==> src/rtl/muldiv_unit.sv <==
// rtl/muldiv_unit.sv - iterative multiply/divide unit owning the HI/LO registers
// Multiply commits after MUL_LAT cycles; divide retires DIV_BPC quotient bits per cycle, then fixes signs.
module muldiv_unit #(
    parameter int DATA_W  = 32,
    parameter int MUL_LAT = 1,
    parameter int DIV_BPC = 1
) (
    input  logic              clk,
    input  logic              resetn,
    input  logic              req_valid,
    output logic              req_ready,
    input  logic [3:0]        mul_control,
    input  logic [DATA_W-1:0] src_a,
    input  logic [DATA_W-1:0] src_b,
    input  logic              hi_we,
    input  logic              lo_we,
    input  logic [DATA_W-1:0] wdata,
    input  logic              flush,
    output logic [DATA_W-1:0] hi,
    output logic [DATA_W-1:0] lo,
    output logic              busy,
    output logic              done
);
    localparam int DIV_ITERS = DATA_W / DIV_BPC;

    typedef enum logic [1:0] {S_IDLE, S_MUL, S_DIV, S_FIX} state_t;

    state_t              state_q, state_d;
    logic [31:0]         cnt_q, cnt_d;
    logic [DATA_W-1:0]   a_q, a_d, b_q, b_d;
    logic [DATA_W-1:0]   hi_q, hi_d, lo_q, lo_d;
    logic [DATA_W-1:0]   quo_q, quo_d;
    logic [DATA_W:0]     rem_q, rem_d;
    logic                sgn_q, sgn_d;
    logic                done_q, done_d;

    logic                op_onehot, src_signed, a_neg, b_neg;
    logic [DATA_W-1:0]   src_a_mag, b_mag;
    logic [2*DATA_W-1:0] ext_a, ext_b, prod;
    logic [DATA_W:0]     r_step;
    logic [DATA_W-1:0]   q_step;

    assign op_onehot  = $onehot(mul_control);
    assign src_signed = mul_control[0] | mul_control[2];
    assign src_a_mag  = (src_signed && src_a[DATA_W-1]) ? -src_a : src_a;

    assign a_neg = sgn_q & a_q[DATA_W-1];
    assign b_neg = sgn_q & b_q[DATA_W-1];
    assign b_mag = b_neg ? -b_q : b_q;

    // Sign-extending to full product width makes one multiplier serve both signednesses.
    assign ext_a = sgn_q ? {{DATA_W{a_q[DATA_W-1]}}, a_q} : {{DATA_W{1'b0}}, a_q};
    assign ext_b = sgn_q ? {{DATA_W{b_q[DATA_W-1]}}, b_q} : {{DATA_W{1'b0}}, b_q};
    assign prod  = ext_a * ext_b;

    always_comb begin
        r_step = rem_q;
        q_step = quo_q;
        for (int i = 0; i < DIV_BPC; i++) begin
            r_step = {r_step[DATA_W-1:0], q_step[DATA_W-1]};
            q_step = {q_step[DATA_W-2:0], 1'b0};
            if (r_step >= {1'b0, b_mag}) begin
                r_step    = r_step - {1'b0, b_mag};
                q_step[0] = 1'b1;
            end
        end
    end

    always_comb begin
        state_d = state_q;
        cnt_d   = cnt_q;
        a_d     = a_q;
        b_d     = b_q;
        hi_d    = hi_q;
        lo_d    = lo_q;
        quo_d   = quo_q;
        rem_d   = rem_q;
        sgn_d   = sgn_q;
        done_d  = 1'b0;
        case (state_q)
            S_IDLE: begin
                if (req_valid && !flush) begin
                    if (op_onehot) begin
                        a_d   = src_a;
                        b_d   = src_b;
                        sgn_d = src_signed;
                        quo_d = src_a_mag;
                        rem_d = '0;
                        if (mul_control[2] || mul_control[3]) begin
                            state_d = S_DIV;
                            cnt_d   = 32'(DIV_ITERS - 1);
                        end else begin
                            state_d = S_MUL;
                            cnt_d   = 32'(MUL_LAT - 1);
                        end
                    end else begin
                        if (hi_we) hi_d = wdata;
                        if (lo_we) lo_d = wdata;
                    end
                end
            end
            S_MUL: begin
                if (flush) begin
                    state_d = S_IDLE;
                end else if (cnt_q == '0) begin
                    hi_d    = prod[2*DATA_W-1:DATA_W];
                    lo_d    = prod[DATA_W-1:0];
                    done_d  = 1'b1;
                    state_d = S_IDLE;
                end else begin
                    cnt_d = cnt_q - 32'd1;
                end
            end
            S_DIV: begin
                if (flush) begin
                    state_d = S_IDLE;
                end else begin
                    rem_d = r_step;
                    quo_d = q_step;
                    if (cnt_q == '0) state_d = S_FIX;
                    else             cnt_d   = cnt_q - 32'd1;
                end
            end
            default: begin
                if (!flush) begin
                    // MIN/-1 falls out naturally: |MIN| wraps to MIN and negating it yields MIN.
                    if (b_q == '0) begin
                        lo_d = '1;
                        hi_d = a_q;
                    end else begin
                        lo_d = (a_neg ^ b_neg) ? -quo_q : quo_q;
                        hi_d = a_neg ? -rem_q[DATA_W-1:0] : rem_q[DATA_W-1:0];
                    end
                    done_d = 1'b1;
                end
                state_d = S_IDLE;
            end
        endcase
    end

    always_ff @(posedge clk or negedge resetn) begin
        if (!resetn) begin
            state_q <= S_IDLE;
            cnt_q   <= '0;
            a_q     <= '0;
            b_q     <= '0;
            hi_q    <= '0;
            lo_q    <= '0;
            quo_q   <= '0;
            rem_q   <= '0;
            sgn_q   <= 1'b0;
            done_q  <= 1'b0;
        end else begin
            state_q <= state_d;
            cnt_q   <= cnt_d;
            a_q     <= a_d;
            b_q     <= b_d;
            hi_q    <= hi_d;
            lo_q    <= lo_d;
            quo_q   <= quo_d;
            rem_q   <= rem_d;
            sgn_q   <= sgn_d;
            done_q  <= done_d;
        end
    end

    assign hi        = hi_q;
    assign lo        = lo_q;
    assign done      = done_q;
    assign busy      = (state_q != S_IDLE);
    assign req_ready = (state_q == S_IDLE);
endmodule

==> config.mk <==
export PLATFORM = sky130hd
export DESIGN_NAME = muldiv_unit
export DESIGN_NICKNAME = d
export VERILOG_FILES = /design/src/rtl/muldiv_unit.sv
export SDC_FILE = /design/constraint.sdc
export NUM_CORES = 2
export LEC_CHECK = 0
export ABC_AREA = 1
export CAP_MARGIN = 20
export CORE_MARGIN = 2
export CORE_UTILIZATION = 66
export CTS_CLUSTER_DIAMETER = 80
export DETAILED_ROUTE_END_ITERATION = 16
export HOLD_SLACK_MARGIN = 0.06
export PLACE_DENSITY = 0.84
export SYNTH_ARGS = -nofsm -noshare
export SYNTH_HDL_FRONTEND = slang
export SYNTH_SLANG_ARGS = --single-unit
==> constraint.sdc <==
create_clock -name clk -period 10.84 [get_ports clk]
set_input_delay 3.252 -clock clk [delete_from_list [all_inputs] [get_ports clk]]
set_output_delay 3.252 -clock clk [all_outputs]
set_load 0.005 [all_outputs]
Word level (Yosys, flattened, before mapping)
Cells that the tools add are included.

$add $sub $neg: 9. Multiply operators: 1. Order comparisons: 1. Equality and inequality tests: 16. Multiplexer cells: 50. Bitwise operators: 5. Reduce and logical (&&, ||, !) cells: 18.

Operators by type and width (count): 32-bit two-way mux (29); 32-bit one-hot mux with 2 select lines (3); 32-bit one-hot mux with 3 select lines (2); 64-bit two-way mux (2); 32-bit negation (4); 32-bit logical NOT (2); 64-bit by 64-bit multiplier with 64-bit output (1); 33-bit by 32-bit greater-or-equal comparator with 1-bit output (1); 32-bit by 1-bit subtractor with 32-bit output (second input constant) (1); 32-bit subtractor (1); 2-bit two-way mux (7); 2-bit != test (second input constant) (7); 7-bit AND reduction (2); 2-bit by 1-bit != test with 1-bit output (second input constant) (4); 4-bit AND reduction (2); 3-bit != test (second input constant) (2); 2-bit one-hot mux with 3 select lines (1); 2-bit nonzero test (3); 5-bit two-way mux (1); 5-bit AND reduction (1); 1-bit by 1-bit adder with 2-bit output (2); 1-bit two-way mux (4); 2-bit OR reduction (2); 2-bit by 2-bit adder with 3-bit output (1); 13 further kinds (15).

Bits in registers: 228. Bits of input ports: 106. Output and inout port bits: 67.

Longest topological paths before layout
Depth after elaboration: 6. Depth in mapped cells: 42. Mapped depth without buffers: 39.

Worst setup path after synthesis
Ideal clock, no wire load.

Kind: reg-to-reg. From: register a_q[31]. To: register hi_q[31], in the netlist hi[31]. Library setup time: 0.077 ns. Data arrival time: 9.036 ns. Required time: 10.763 ns. Path slack: 1.727 ns. Cell stages (with the launch flop): 35. Clock period less this slack: 9.113 ns. Cells stage by stage: dfrtp_1 -> buf_2 -> nand2_2 -> inv_1 -> buf_2 -> buf_1 -> buf_1 -> nand2_1 -> fa_1 -> inv_1 -> fa_1 -> fa_1 -> inv_1 -> fa_1 -> inv_1 -> fa_1 -> fa_1 -> fa_1 -> inv_1 -> fa_1 -> inv_1 -> fa_1 -> inv_1 -> fa_1 -> inv_1 -> ha_1 -> nand2_1 -> nor3_1 -> nand2_1 -> nor2_1 -> and3_1 -> a21oi_1 -> nand3_1 -> nand3_1 -> a21oi_1.

Cells in the longest elaborated chain, start to end: 5. Elaborated cells on any way between the ends: 9.

RTL lines: start: declaration (line 30) `logic [DATA_W-1:0] a_q, a_d, b_q, b_d;`; start signal: assignment (line 145) `a_q <= '0;`; start signal: assignment (line 156) `a_q <= a_d;`; 64-bit two-way mux / 1-bit AND (equally long branches) (line 52, 47); 64-bit by 64-bit multiplier with 64-bit output / 32-bit two-way mux (equally long branches) (line 54, 132); 32-bit two-way mux (on tied branches) (line 105, 127); 32-bit two-way mux (on tied branches) (line 103, 125); 32-bit one-hot mux with 3 select lines * (line 80) `case (state_q)`; end signal: assignment (line 158) `hi_q <= hi_d;`; end: declaration (line 31) `logic [DATA_W-1:0] hi_q, hi_d, lo_q, lo_d;`.

Mark *: on every way between the ends. The rest lies on a longest branch, timed or not. The select of a mux whose other input is x is not followed. A chain may end at the register's enable or synchronous reset.

Worst setup path in the final report
From: register b_q[3]. To: register hi_q[8], in the netlist hi[8].

Cells in the longest elaborated chain, start to end: 5. Elaborated cells on any way between the ends: 8.

RTL lines: start: declaration (line 30); start signal: assignment (line 146) `b_q <= '0;`; start signal: assignment (line 157) `b_q <= b_d;`; 64-bit two-way mux (line 53) `assign ext_b = sgn_q ? {{DATA_W{b_q[DATA_W-1]}}, b_q} : {{DATA_W{1'b0}}, b_q};`; 64-bit by 64-bit multiplier with 64-bit output (line 54) `assign prod = ext_a * ext_b;`; 32-bit two-way mux (line 105) `end else if (cnt_q == '0) begin`; 32-bit two-way mux (line 103) `if (flush) begin`; 32-bit one-hot mux with 3 select lines * (line 80).

Marked as above.

==> results.tsv <==
metric	value	unit
antenna_found_initial	9	
first_iter_violations	7678	
drv_cap	0	
cts_root_buffer	clkbuf_16	
dr.pass1.iters	10	
syn-instance-count	8595	
crit_path_start_kind	flop	
drive_above_1_share	3.04	%
hold_viol	0	
htree_num_levels	1	
die_h	321	um
fillers	8114	
start_util	66.5	%
yosys-top-cells-area	fa_1 43%, inv_1 14%, nand2_1 11%	
ctsLongestPathBuffers	3	
cpPeakStageDelay	0.98	ns
yosysTopAreaCellShare	42.8	%
status	finished clean	
synth-async-reset-ratio	100	%
synth_commonest_cells	2496 x inv_1, 1904 x nand2_1, 1421 x fa_1	
hold_path.class	reg2reg	
timing.setup.tns	0	ns
via_per_inst	5.93	
totalWireLength	247	mm
cts_hold_buf	0	
dieArea	0.103	mm^2
cpMaxStageDelayCell	dfrtp_1	
synth-edff-count	0	
rsz0062_at_grt	no	
grt_max_degree	114	
layout-area-overhead-vs-synth	5.68	%
wire_per_inst	25.0	um
yosysMostFrequentCell	inv_1	
antenna_left	0	
finish.utilization	70.3	%
fp-row-count	116	
syn_nets	10500	
cts_buffers	27	
grt_overflow_total	0	
io_buffer_count	172	
dp_hpwl	205	mm
ios	173	
drv_slew	0	
syn_avg_cell_area	7.74	um^2
yosysTopAreaCell	fa_1	
final_nets	10400	
crit_path_frequent_cell	fa_1	
path_clk_slew	0.07	ns
clock_sinks	228	
synth_seq_cells	228	
cp.required	11.30	ns
setup_viol	0	
syn-cell-area	0.0665	mm^2
grt_pass1_wl	373	mm
max_freq	99.8	MHz
via_count	58600	
tritoncts	yes	
die_w	321	um
grtUsageTotal	49.4	%
cts_resized	0	
crit_fanout	16	
fin_skew	0.0239	ns
synthFlopType	dfrtp_1	
fin_crit	10.02	ns
yosys_warnings	0	
tightest_slew	1.14	ns
worst-endpoint-arrival	10.48	ns
grt_pass1_vias	61100	
ys_seq_area_share	8.58	%
core_area	0.100	mm^2
slew_headroom	23.7	%
clk_latency	0.61	ns
synth.distinct_cells	57	
finalCritPeriodShare	92.4	%
post_cts_buffers	0	
remaining_drc_errors	0	
gp_congestion	1.14	
cp-end-kind	flop	
path_class	reg2reg	
==> cell families (layout without fill, tap and decap cells) <==
family,Yosys count,in the layout,synth area share (%)
AOI/OAI and AO/OA,805,805,6.86
xor gates and xnor gates,136,136,1.79
adders and majority gates,1772,1772,49.4
buffers and inverters,2872,2863,16.5
DFF,228,228,8.58
other,0,4,0
and+or+nand+nor,2782,2782,16.9
==> metrics by stage <==
stage / cell area (um^2) / instances / hold slack [ns] / worst slack, ns
after floorplan: 66500 / 8595 / 0.456 / 1.73
final: 70300 / 9888 / 0.487 / 0.823
after CTS: 70200 / 9880 / 0.488 / 1.32
after global routing: 70300 / 9884 / 0.522 / 0.756
after global placement: 69300 / 9833 / 0.466 / 1.38
after detailed placement: 69300 / 9833 / 0.470 / 1.39
==> per-layer routing <==
metal	up-vias	GRT usage [%]	wire length, um
met1	28400	62.1	86300
met5	-	1.47	347
li1	24700	-	-
met3	1160	19.0	37900
met4	16	32.0	20900
met2	4362	71.3	102000
==> path summary, 6_finish.rpt <==
kind / from / endpoint / slack [ns] / cells past startpoint
min: cnt_q[9] / cnt_q[9] / 0.49 / 1
max reg2reg: b_q[3] / hi[8] / 0.82 / 29
min reg2reg: cnt_q[9] / cnt_q[9] / 0.49 / 1
max: b_q[3] / hi[8] / 0.82 / 29
max in group asynchronous: resetn / hi[28] / 6.57 / 2
min in group asynchronous: resetn / cnt_q[11] / 2.75 / 1
==> sequential cells by signal, summed over array words and instances, names as in the netlist <==
register,count
a_q,32
sgn_q,1
b_q,32
done,1
quo_q,32
lo,32
cnt_q,32
state_q,2
hi,32
rem_q,32
==> layout by cell type (no fill, tap or decap), types with 171 or more instances in the layout <==
cell type / Yosys / final
ha_1: 351 / 350
o21ai_0: 315 / 315
inv_1: 2496 / 2496
clkdlybuf4s50_1: 0 / 171
dfrtp_1: 228 / 222
fa_1: 1421 / 1421
nand2_1: 1904 / 1904
a21oi_1: 244 / 244
nor2_1: 493 / 491
nand3_1: 187 / 186
==> worst max-delay path: cells and delay by family, from the launching register on <==
family,cells,cell delay (ns)
adders and majority gates,11,5.56
DFF,1,0.98
AOI/OAI and AO/OA,4,1.40
buffers and inverters,8,0.95
and+or+nand+nor,6,0.96
==> cell type report <==
cell class                 count  area (um^2)  area share (%)
tap                         1298         1620            2.31
multi-input combinational   5495        49800            70.9
inverter                    2513         9440            13.4
clock buffer                  36          739            1.05
antenna                        4         10.0          0.0142
timing repair buffer         303         2790            3.97
clock inverter                11          113           0.160
sequential                   228         5710            8.13
Power is not shown: default switching activity piles up to over one toggle a cycle in this logic, so the estimate is an artifact.
